<file path="src/rtl/step_pulse_shaper.sv">
// Step/direction pulse shaper for a stepper driver.
// Turns rising edges on cmd[0] into clean step pulses with guaranteed
// direction setup, high and low times. It keeps a signed step count,
// refuses steps into an active endstop, and queues at most one request.
module step_pulse_shaper #(
    parameter int DIR_SETUP_CYC = 100,
    parameter int PULSE_HI_CYC  = 100,
    parameter int PULSE_LO_CYC  = 100
) (
    input  logic        clk_clk,
    input  logic        reset_reset_n,
    input  logic [2:0]  cmd,
    input  logic        min_stop,
    input  logic        max_stop,
    output logic        motor_step,
    output logic        motor_dir,
    output logic        motor_en_n,
    output logic [31:0] position,
    output logic        busy,
    output logic        step_blocked,
    output logic        step_overrun
);

    localparam logic [1:0] ST_IDLE      = 2'd0;
    localparam logic [1:0] ST_DIR_SETUP = 2'd1;
    localparam logic [1:0] ST_PULSE_HI  = 2'd2;
    localparam logic [1:0] ST_PULSE_LO  = 2'd3;

    // Counters run from N-1 down to 0, so each state lasts exactly N cycles.
    localparam logic [31:0] SETUP_LOAD = 32'(DIR_SETUP_CYC - 1);
    localparam logic [31:0] HI_LOAD    = 32'(PULSE_HI_CYC - 1);
    localparam logic [31:0] LO_LOAD    = 32'(PULSE_LO_CYC - 1);

    // Input capture and synchronizers
    logic [2:0]  cmd_q;
    logic        step_prev_q;
    logic        req_q;
    logic        min_meta_q, min_sync_q;
    logic        max_meta_q, max_sync_q;

    // Sequencer state
    logic [1:0]  state_q, state_d;
    logic [31:0] cnt_q, cnt_d;
    logic        step_q, step_d;
    logic        dir_q, dir_d;
    logic [31:0] pos_q, pos_d;
    logic        pend_q, pend_d;
    logic        blocked_q, blocked_d;
    logic        overrun_q, overrun_d;

    logic        enabled;
    logic        req_v;
    logic        refuse;

    assign enabled = cmd_q[2];
    // A request only counts while the driver is enabled.
    assign req_v   = req_q & enabled;
    // Endstop check for the direction being requested right now.
    assign refuse  = cmd_q[1] ? max_sync_q : min_sync_q;

    // Next-state logic for the step sequencer and the pending/overrun bookkeeping.
    always_comb begin
        state_d   = state_q;
        cnt_d     = cnt_q;
        dir_d     = dir_q;
        pos_d     = pos_q;
        pend_d    = pend_q;
        blocked_d = 1'b0;
        overrun_d = 1'b0;

        case (state_q)
            ST_IDLE: begin
                if (enabled && (req_v || pend_q)) begin
                    if (refuse) begin
                        blocked_d = 1'b1;
                    end else if (cmd_q[1] != dir_q) begin
                        dir_d   = cmd_q[1];
                        state_d = ST_DIR_SETUP;
                        cnt_d   = SETUP_LOAD;
                    end else begin
                        state_d = ST_PULSE_HI;
                        cnt_d   = HI_LOAD;
                    end
                end
            end
            ST_DIR_SETUP: begin
                if (cnt_q == 32'd0) begin
                    state_d = ST_PULSE_HI;
                    cnt_d   = HI_LOAD;
                end else begin
                    cnt_d = cnt_q - 32'd1;
                end
            end
            ST_PULSE_HI: begin
                if (cnt_q == 32'd0) begin
                    state_d = ST_PULSE_LO;
                    cnt_d   = LO_LOAD;
                end else begin
                    cnt_d = cnt_q - 32'd1;
                end
            end
            default: begin
                if (cnt_q == 32'd0) begin
                    state_d = ST_IDLE;
                end else begin
                    cnt_d = cnt_q - 32'd1;
                end
            end
        endcase

        // The step count moves on the edge that raises motor_step.
        if (state_d == ST_PULSE_HI && state_q != ST_PULSE_HI) begin
            pos_d = pos_q + (dir_d ? 32'd1 : 32'hFFFF_FFFF);
        end

        // Pending slot: in IDLE any waiting request is consumed this cycle, so a
        // request arriving now simply takes its place. Elsewhere a second
        // request while one is queued is dropped and flagged.
        if (!enabled) begin
            pend_d = 1'b0;
        end else if (state_q == ST_IDLE) begin
            pend_d = req_v & pend_q;
        end else if (req_v) begin
            if (pend_q) begin
                overrun_d = 1'b1;
            end else begin
                pend_d = 1'b1;
            end
        end
    end

    assign step_d = (state_d == ST_PULSE_HI);

    // All registers, synchronous active-low reset.
    always_ff @(posedge clk_clk) begin
        if (!reset_reset_n) begin
            cmd_q       <= 3'b000;
            step_prev_q <= 1'b0;
            req_q       <= 1'b0;
            min_meta_q  <= 1'b0;
            min_sync_q  <= 1'b0;
            max_meta_q  <= 1'b0;
            max_sync_q  <= 1'b0;
            state_q     <= ST_IDLE;
            cnt_q       <= 32'd0;
            step_q      <= 1'b0;
            dir_q       <= 1'b0;
            pos_q       <= 32'd0;
            pend_q      <= 1'b0;
            blocked_q   <= 1'b0;
            overrun_q   <= 1'b0;
        end else begin
            cmd_q       <= cmd;
            step_prev_q <= cmd_q[0];
            req_q       <= cmd_q[0] & ~step_prev_q;
            min_meta_q  <= min_stop;
            min_sync_q  <= min_meta_q;
            max_meta_q  <= max_stop;
            max_sync_q  <= max_meta_q;
            state_q     <= state_d;
            cnt_q       <= cnt_d;
            step_q      <= step_d;
            dir_q       <= dir_d;
            pos_q       <= pos_d;
            pend_q      <= pend_d;
            blocked_q   <= blocked_d;
            overrun_q   <= overrun_d;
        end
    end

    assign motor_step   = step_q;
    assign motor_dir    = dir_q;
    assign motor_en_n   = ~cmd_q[2];
    assign position     = pos_q;
    assign busy         = (state_q != ST_IDLE) | pend_q;
    assign step_blocked = blocked_q;
    assign step_overrun = overrun_q;

endmodule

</file>
<file path="config.mk">
export PLATFORM = sky130hd
export DESIGN_NAME = step_pulse_shaper
export DESIGN_NICKNAME = d
export VERILOG_FILES = /design/src/rtl/step_pulse_shaper.sv
export SDC_FILE = /design/constraint.sdc
export NUM_CORES = 1
export LEC_CHECK = 0
export BUFFER_PORTS_ARGS = -buffer_cell sky130_fd_sc_hd__buf_2
export CAP_MARGIN = 10
export CELL_PAD_IN_SITES_DETAIL_PLACEMENT = 1
export CELL_PAD_IN_SITES_GLOBAL_PLACEMENT = 2
export CORE_ASPECT_RATIO = 1.25
export CORE_MARGIN = 2
export CORE_UTILIZATION = 38
export DETAILED_ROUTE_END_ITERATION = 6
export PLACE_DENSITY_LB_ADDON = 0.1
export SYNTH_ARGS = -nofsm -noshare
export SYNTH_HDL_FRONTEND = slang
export SYNTH_SLANG_ARGS = --single-unit
</file>
<file path="constraint.sdc">
create_clock -name clk_clk -period 12 [get_ports clk_clk]
set_input_delay 2.4 -clock clk_clk [delete_from_list [all_inputs] [get_ports clk_clk]]
set_output_delay 2.4 -clock clk_clk [all_outputs]
set_load 0.01 [all_outputs]
</file>
# Word-level counts from Yosys, hierarchy flattened
# Cells that the tools add are included.
[word_totals]
inputBits = 7
regBits = 80
output_inout_bits = 38
[op_classes]
n_bitwise = 8
eq_ne = 8
addsub = 2
reduce_logical = 12
muxes = 22
[op_table]
columns = ["cell", "count"]
rows = [
  ["2-to-1 mux 32 bit", 5],
  ["one-hot mux 32 bit (2 select lines)", 1],
  ["adder 32 bit", 1],
  ["zero test 32 bit", 1],
  ["subtractor 32 x 1 -> 32 bit, second input constant", 1],
  ["2-to-1 mux 2 bit", 6],
  ["2-to-1 mux 1 bit", 9],
  ["inequality test 2 bit, second input constant", 3],
  ["one-hot mux 2 bit (3 select lines)", 1],
  ["AND reduction 3 bit", 2],
  ["== test 2 bit, second input constant", 2],
  ["inverter 1 bit", 4],
  ["nonzero test 2 bit", 2],
  ["OR reduction 4 bit", 1],
  ["AND 1 bit", 3],
  ["inequality test 3 x 2 -> 1 bit, second input constant", 1],
  ["== test 2 x 1 -> 1 bit, second input constant", 1],
  ["logical AND 1 bit", 2],
  ["zero test 2 bit", 1],
  ["AND reduction 2 bit", 1],
  ["OR reduction 2 bit", 1],
  ["logical OR 1 bit", 1],
  ["inequality test 1 bit", 1],
  ["OR 1 bit", 1],
]

# Depth between registers and ports, before layout
# Gate-level depths: netlist of the first run.
[logic_depth]
depth_word = 7
ltp_mapped = 17
mapped_depth_nobuf = 14

# Least setup slack after synthesis of the first run
# No wires, ideal clock.
[synth_timing]
path_kind = "flip-flop to flip-flop"
startpoint = "register state_q[1]"
endpoint = "register pos_q[20], in the netlist position[20]"
t_arrival_ps = 3701
setup_slack_ps = 8229
path_stages_with_launch = 17
path_buffers = 3
period_less_slack_ps = 3771
setup_ps = 70
path_cell_list = "dfxtp_1 inv_1 ha_1 buf_4 o211ai_2 o21ai_0 nand2_1 clkbuf_1 buf_2 xnor2_1 ha_1 nand3_1 or3_1 nor4_1 a22oi_1 or3_1 a21oi_1"
[synth_between]
elab_chain_cells = 5
[synth_lines]
columns = ["item", "line_no", "source"]
rows = [
  ["start, declared", "42", "logic [1:0] state_q, state_d;"],
  ["start signal, assigned", "160", "state_q <= state_d;"],
  ["parallel branches: the longest is 5 deep, another holds adder 32 bit", "--", ""],
  ["end signal, assigned", "164", "pos_q <= pos_d;"],
  ["end, declared", "46", "logic [31:0] pos_q, pos_d;"],
]
# Several ways; the timed one is not identified.
# A chain may end at the register's enable or synchronous reset.

# Final worst setup path of the first run
# Ends and elaborated chain as after synthesis.

==> reports/metrics.csv, run 1 <==
stage;metric;value;unit
die;core area;12500;sq um
worst_setup_path;Worst R2R End;position[20];
die;Initial Utilization;38.4;%
placed_design;routability cong.;0.855;
sta;worst-margin pin slew;1.07;ns
global_route;GRT Total Usage;21.7;%
die;Die W;105;um
yosys;Main synth FF type;dfxtp_1;
worst_setup_path;worst endpoint required time;12.25;ns
cells_and_area;final net count;655;
yosys;Ys Warns;0;
global_route;first-pass GRT wire length;23900;um
yosys;Synth Net Count;630;
worst_setup_path;Worst Setup End Kind;register;
placed_design;Buffers on Ports;44;
yosys;top post-synthesis cells by area;dfxtp_1, nor2_1, a21oi_1;
sta;Worst slew margin;28.2;%
cells_and_area;layout cells sized above 1;13.8;%
yosys;Post-Synth XOR/XNOR Area;5.45;%
clock_tree;clock sink count;80;
worst_setup_path;CP peak stage delay;0.74;ns
worst_setup_path;crit-path cells;inv_1 -> ha_1 -> o211ai_2 -> o21ai_0 -> nand2_1 -> buf_4 -> xnor2_1 -> ha_1 -> nand3_1 -> or3_1 -> nor4_1 -> a22oi_1 -> or3_1 -> a21oi_1;
sta;Max Slew Vio Count;0;
detailed_routing;Avg WL per Cell;17.7;um
sta;Fin. Hold Viols;0;
sta;Final period util;36.3;%
yosys;Mapped Area;4820;sq um
clock_tree;setup repair bufs after CTS;0;
yosys;main combinational cell family by area after synthesis;simple AND/OR/NAND/NOR gates;
cells_and_area;post-route insts no fill;813;
detailed_routing;WL final;14400;um
sta;Final Setup Violations;0;
detailed_routing;Vias/cell;5.69;
die;die area;13600;sq um
outcome;status;completed;
yosys;Distinct cells, synth;61;
yosys;Synth Area in Adders;2.28;%
worst_setup_path;Reg2Reg Depth;14;
hold_path;hold path cells;1;
clock_tree;Worst-path clk slew;0.07;ns
global_route;largest net degree at the start of global routing;54;
die;# IOs;45;
yosys;register area share after synthesis;33.2;%
worst_setup_path;Startpoint Class;register;
worst_setup_path;critical path peak fanout;22;
worst_setup_path;Worst R2R Start;state_q[1];
worst_setup_path;CP max-delay cell;nor4_1;
detailed_routing;number of antenna-violating nets in the routed design;0;
yosys;post-synthesis register bit count;80;
hold_path;worst min path class;reg2reg;
sta;RSZ-0062 raised after global routing;false;
sta;Setup TNS;0;ns
clock_tree;post-CTS sizing;0;
yosys;Syn Inst Count;615;
die;row count;46;
detailed_routing;initial DRC count;135;
clock_tree;CTS tree;done;
die;die height;130;um
detailed_routing;DRT Pass-1 Iters;4;
worst_setup_path;Setup CP Type;reg2reg;
cells_and_area;synth-to-layout area growth;12.2;%
clock_tree;Clock Root Buffer;clkbuf_16;
detailed_routing;Residual DRC;0;
sta;FMAX;230;MHz
yosys;area fraction in compound gates after synthesis;14.6;%
placed_design;Placed Cells;797;
clock_tree;Max Buffers Root-to-Sink;2;
yosys;post-synthesis simple-gate area fraction;35.9;%
global_route;vias in the first global route;4651;
yosys;share of flip-flops with an asynchronous set or reset;0;%
yosys;area leader, netlist;dfxtp_1;
yosys;syn_area_per_cell;7.84;sq um
clock_tree;Hold-fix buffers, CTS;0;
worst_setup_path;flop2flop setup slack;7.64;ns
global_route;initial antenna violation count;0;
clock_tree;Clock Latency Late Sink;0.34;ns
hold_path;min-delay src;step_prev_q;
clock_tree;Num CTS Buffers;9;
cells_and_area;# fillers;1585;
hold_path;Worst Hold End;req_q;
yosys;post-synth top area share;33.2;%
job;max-cap viol count;0;
sta;Tmin final;4.36;ns
yosys;Post-synth EDFFs;0;
placed_design;Final HPWL DP;10400;um
global_route;GRT overflow;0;
clock_tree;CTS H-tree lvls;3;
sta;Setup Skew;0.00826;ns
yosys;mux contribution to synthesized area;4.00;%
cells_and_area;antenna cells;0;
worst_setup_path;crit path DAT;4.61;ns
detailed_routing;Via Count;4625;
registers in the layout, indices dropped and copies added (netlist names), 2 cells and up:
signal    cells
cnt_q        32
state_q       2
cmd_q         3
position     32
cell usage after synthesis (all sizes together) (2+ instances only):
library cell,number
nand3b,2
a22oi,2
nand3,21
a211oi,4
mux2,2
nand2,57
nand2b,17
a31oi,8
nand4b,2
clkbuf,21
buf,14
a21oi,46
o31ai,2
or3,26
o21a,3
ha,8
a311oi,2
or2,3
and2,14
or4,8
nand4,17
mux2i,17
a211o,2
nor2,63
and3,8
o211ai,7
xor2,11
dfxtp,80
inv,12
xnor2,19
nor2b,2
o21ai,32
nor3,28
nor4b,2
nor4,37
and4,5
how the worst max path moves through the flow:
stage / startpoint / to / slack [ns] / cells past startpoint
final: state_q[1] / position[20] / 7.64 / 14
after floorplan: state_q[1] / position[20] / 8.23 / 16
after detailed placement: reset_reset_n / step_overrun / 7.56 / 3
after global routing: state_q[1] / position[20] / 7.31 / 14
after global placement: reset_reset_n / step_overrun / 7.68 / 3
after CTS: state_q[1] / position[20] / 7.70 / 14
cells by family after synthesis:
family,after synthesis
buffers and inverters,48
XOR/XNOR,30
AO/OA/AOI/OAI,115
flip-flops,80
AND/OR/NAND/NOR,314
adder cells (fa/ha/maj),9
multiplexers,19
routing by layer:
metal  up-vias  track usage [%]  part of all wire [%]
met1      2272             24.7                    43
met5         -                0                     0
met3        20             3.10                   2.0
met2        43             41.7                    53
li1       2290                -                     -
met4         0             7.22                   2.0
per-stage QoR:
| stage | worst slack (ns) | hold WS [ns] | area [sq um] | util [%] |
|---|---|---|---|---|
| finish | 7.64 | 0.395 | 5410 | 43.1 |
| CTS | 7.70 | 0.396 | 5410 | 43.1 |
| floorplan | 8.23 | 0.367 | 4820 | - |
| global placement | 7.68 | 0.372 | 5130 | 40.9 |
| detailed placement | 7.56 | 0.387 | 5130 | 40.9 |
| global route | 7.31 | 0.415 | 5410 | 43.1 |
layout make-up:
class	instances	area, sq um	area share [%]
clock buffers	9	225	4.16
clock inverters	7	55.1	1.02
inverters	13	48.8	0.902
multi-input cells	487	3010	55.7
flip-flops and latches	80	1600	29.6
well taps	168	210	3.89
repair buffers	49	258	4.76
layout by cell type, fill, tap and decap left out, types with 8 or more instances in the layout:
master,instances
inv_1,11
and3_1,8
nand2_1,57
nor3_1,28
a31oi_1,8
nand2b_1,17
nand4_1,16
ha_1,8
nor4_1,30
xnor2_1,19
nor2_1,62
dfxtp_1,80
clkbuf_16,9
or3_1,25
or4_1,8
a21oi_1,46
buf_2,44
nand3_1,21
and2_1,14
xor2_1,11
o21ai_0,29
mux2i_1,17
worst max-delay path, delay by kind of cell (launching register included):
family,cells,cell delay (ns)
DFF,1,0.40
adders and majority gates,2,0.63
and+or+nand+nor,5,1.75
buffers and inverters,2,0.37
AOI/OAI and AO/OA,4,0.92
xor gates and xnor gates,1,0.17
Power of run 1 is left out: the tool's default activity adds up to more than one toggle a clock period on the data nets, which glitch-free logic cannot reach.
==> run 2: changes to the inputs <==
Settings changed: ABC_AREA set to 1, CORE_UTILIZATION 38 to 30.
Clock period 12 ns to 3.8 ns, I/O delays scaled along.
==> run 2 against run 1 <==
  * Routed wire length is 38% higher
  * Via count is 29% higher
  * Worst hold slack worse by 0.0017 ns
  * Register-to-register slack worse by 7.2 ns
  * Utilization is 8.6 points lower
  * Clock skew is 0.0046 ns higher
  * Critical path depth is 5 higher
  * Critical path type unchanged
  * Critical endpoint is now position[16]
==> reports/metrics.csv, run 2 <==
stage;metric;value;unit
outcome;status;completed;
worst_setup_path;CP peak stage delay;0.47;ns
sta;Setup TNS;0;ns
detailed_routing;DRT Pass-1 Iters;4;
sta;RSZ-0062 raised after global routing;false;
power;Gate power share;64.5;%
clock_tree;Worst-path clk slew;0.07;ns
power;Pleak;0.00318;uW
sta;worst-margin pin slew;0.824;ns
yosys;Synth Net Count;923;
die;die height;159;um
placed_design;routability cong.;0.847;
clock_tree;Num CTS Buffers;9;
placed_design;Placed Cells;1165;
yosys;register area share after synthesis;27.7;%
yosys;area leader, netlist;dfxtp_1;
global_route;first-pass GRT wire length;32900;um
placed_design;Buffers on Ports;44;
detailed_routing;Vias/cell;5.07;
clock_tree;Clock Root Buffer;clkbuf_16;
die;# IOs;45;
clock_tree;CTS tree;done;
yosys;Main synth FF type;dfxtp_1;
global_route;vias in the first global route;6462;
cells_and_area;post-route insts no fill;1181;
worst_setup_path;worst endpoint required time;4.05;ns
worst_setup_path;Worst Setup End Kind;register;
worst_setup_path;crit-path cells;inv_1 -> ha_1 -> nand4_1 -> nand2_2 -> nand2_1 -> nand2_1 -> inv_1 -> ha_1 -> inv_1 -> nand2_1 -> nand2_1 -> nand2_1 -> nand3_1 -> nand2_1 -> a21oi_1 -> xnor2_1 -> nand2_1 -> nand2_1 -> inv_1;
worst_setup_path;Startpoint Class;register;
cells_and_area;# fillers;2473;
yosys;Post-synth top cells;nand2_1, inv_1, nor2_1;
power;Switching Power;3650;uW
worst_setup_path;crit path DAT;3.57;ns
yosys;share of flip-flops with an asynchronous set or reset;0;%
placed_design;Final HPWL DP;15200;um
cells_and_area;multi-input logic area;3500;sq um
global_route;initial antenna violation count;0;
yosys;post-synthesis register bit count;80;
cells_and_area;commonest non-fill, non-tap cell in the layout;nand2_1;
power;Sw Ratio;55.0;%
yosys;most common cell in the netlist;nand2_1;
sta;Setup Skew;0.0128;ns
yosys;Distinct cells, synth;44;
cells_and_area;antenna cells;0;
detailed_routing;Via Count;5984;
clock_tree;Clock Latency Late Sink;0.36;ns
die;row count;56;
yosys;Ys Warns;0;
worst_setup_path;CP max-delay cell;nand2_2;
die;die area;20400;sq um
clock_tree;Max Buffers Root-to-Sink;2;
clock_tree;clock sink count;80;
yosys;Mapped Area;5790;sq um
detailed_routing;initial DRC count;232;
cells_and_area;layout cells sized above 1;14.9;%
clock_tree;post-CTS sizing;0;
sta;Tmin final;3.31;ns
global_route;GRT Total Usage;20.2;%
worst_setup_path;Setup CP Type;reg2reg;
clock_tree;Hold-fix buffers, CTS;0;
detailed_routing;WL final;19900;um
cells_and_area;Sequential cell area;1600;sq um
worst_setup_path;critical path peak fanout;22;
detailed_routing;Avg WL per Cell;16.8;um
cells_and_area;commonest non-fill, non-tap cells in the layout;nand2_1, inv_1, nor2_1;
yosys;syn_area_per_cell;6.38;sq um
cells_and_area;final net count;959;
clock_tree;CTS H-tree lvls;3;
cells_and_area;synth-to-layout area growth;12.3;%
placed_design;dpl ws;0.462;ns
yosys;Post-synth EDFFs;0;
yosys;Syn Inst Count;908;
sta;Final period util;87.2;%
power;Peak VDD IR;0.000301;V
yosys;top post-synthesis cells by area;dfxtp_1, nand2_1, inv_1;
worst_setup_path;CP dominant cell by count;nand2_1;
die;Die W;128;um
global_route;largest net degree at the start of global routing;36;
detailed_routing;Residual DRC;0;
die;Initial Utilization;30.7;%
die;core area;18800;sq um
power;Flop pwr share;21.4;%
power;Clk network pwr share;14.1;%
detailed_routing;number of antenna-violating nets in the routed design;0;
sta;FMAX;302;MHz
clock_tree;setup repair bufs after CTS;0;
sta;Final Setup Violations;0;
sta;Max Slew Vio Count;0;
power;PD cells;1020;nW/um^2
hold_path;worst min path class;reg2reg;
sta;Worst slew margin;44.3;%
power;Internal Power;2990;uW
yosys;post-synth top area share;27.7;%
sta;slack of the critical path;0.487;ns
job;max-cap viol count;0;
global_route;GRT overflow;0;
cells_and_area;fin util;34.5;%
sta;Fin. Hold Viols;0;
[run 2: cell count changes after synthesis, moves of 23 or more]
cell,change
nand2_1,+141
inv_1,+119
nor2_1,+49
o21ai_0,+32
nor4_1,-26
nand3_1,+25
or3_1,-25
o41ai_1,+24
nand2_2,+23
[run 2: kinds of logic after synthesis]
| family | after synthesis | synth area share (%) |
|---|---|---|
| buffers and inverters | 166 | 11.9 |
| AO/OA/AOI/OAI | 175 | 17.5 |
| flip-flops | 80 | 27.7 |
| AND/OR/NAND/NOR | 451 | 35.1 |
| adder cells (fa/ha/maj) | 8 | 1.73 |
| XOR/XNOR | 28 | 6.12 |
[run 2: routing by layer]
metal	routed length [um]	global-route usage, %	share of wire, %
met5	0	0	0
met4	345	5.39	1.7
met3	307	2.55	1.5
met2	10800	38.9	54
met1	8450	23.0	43
[run 2: cell type report]
cell class	count	area share, %
Clock inverter	7	1.23
Tap cell	232	4.46
Timing Repair Buffer	49	4.16
Clock buffer	9	3.46
Inverter	142	8.20
Multi-Input combinational cell	662	53.8
Sequential cell	80	24.6
[run 2: worst paths after layout]
kind / start / to / slack, ns / cells past startpoint
setup / recovery: state_q[1] / position[16] / 0.49 / 19
hold / removal: step_prev_q / req_q / 0.39 / 1
setup reg to reg: state_q[1] / position[16] / 0.49 / 19
hold reg to reg: step_prev_q / req_q / 0.39 / 1
[run 2: stage by stage]
| step | power, uW | hold WS [ns] | instance area, sq um |
|---|---|---|---|
| 2_1_floorplan | 4500 | 0.368 | 5790 |
| 3_3_place_gp | 5690 | 0.378 | 6200 |
| 3_5_place_dp | 5780 | 0.386 | 6200 |
| 4_1_cts | 6760 | 0.400 | 6500 |
| 5_1_grt | 7390 | 0.421 | 6500 |
| 6_report | 6640 | 0.393 | 6500 |
[run 2: critical path: cells and delay by family (launching register included)]
| kind | cells | cell delay [ns] |
|---|---|---|
| and+or+nand+nor | 11 | 1.67 |
| buffers and inverters | 4 | 0.27 |
| DFF | 1 | 0.36 |
| AOI/OAI and AO/OA | 1 | 0.27 |
| xor gates and xnor gates | 1 | 0.15 |
| adders and majority gates | 2 | 0.52 |
[run 2: power by group through the flow]
stage | Clock [uW] | Sequential [uW] | Combinational (uW)
2_1_floorplan | 0 | 1360 | 3130
6_report | 938 | 1420 | 4290
3_3_place_gp | 0 | 1430 | 4260
3_5_place_dp | 0 | 1440 | 4340
4_1_cts | 969 | 1420 | 4370
5_1_grt | 1010 | 1470 | 4910
(Power assumes the default switching activity.)
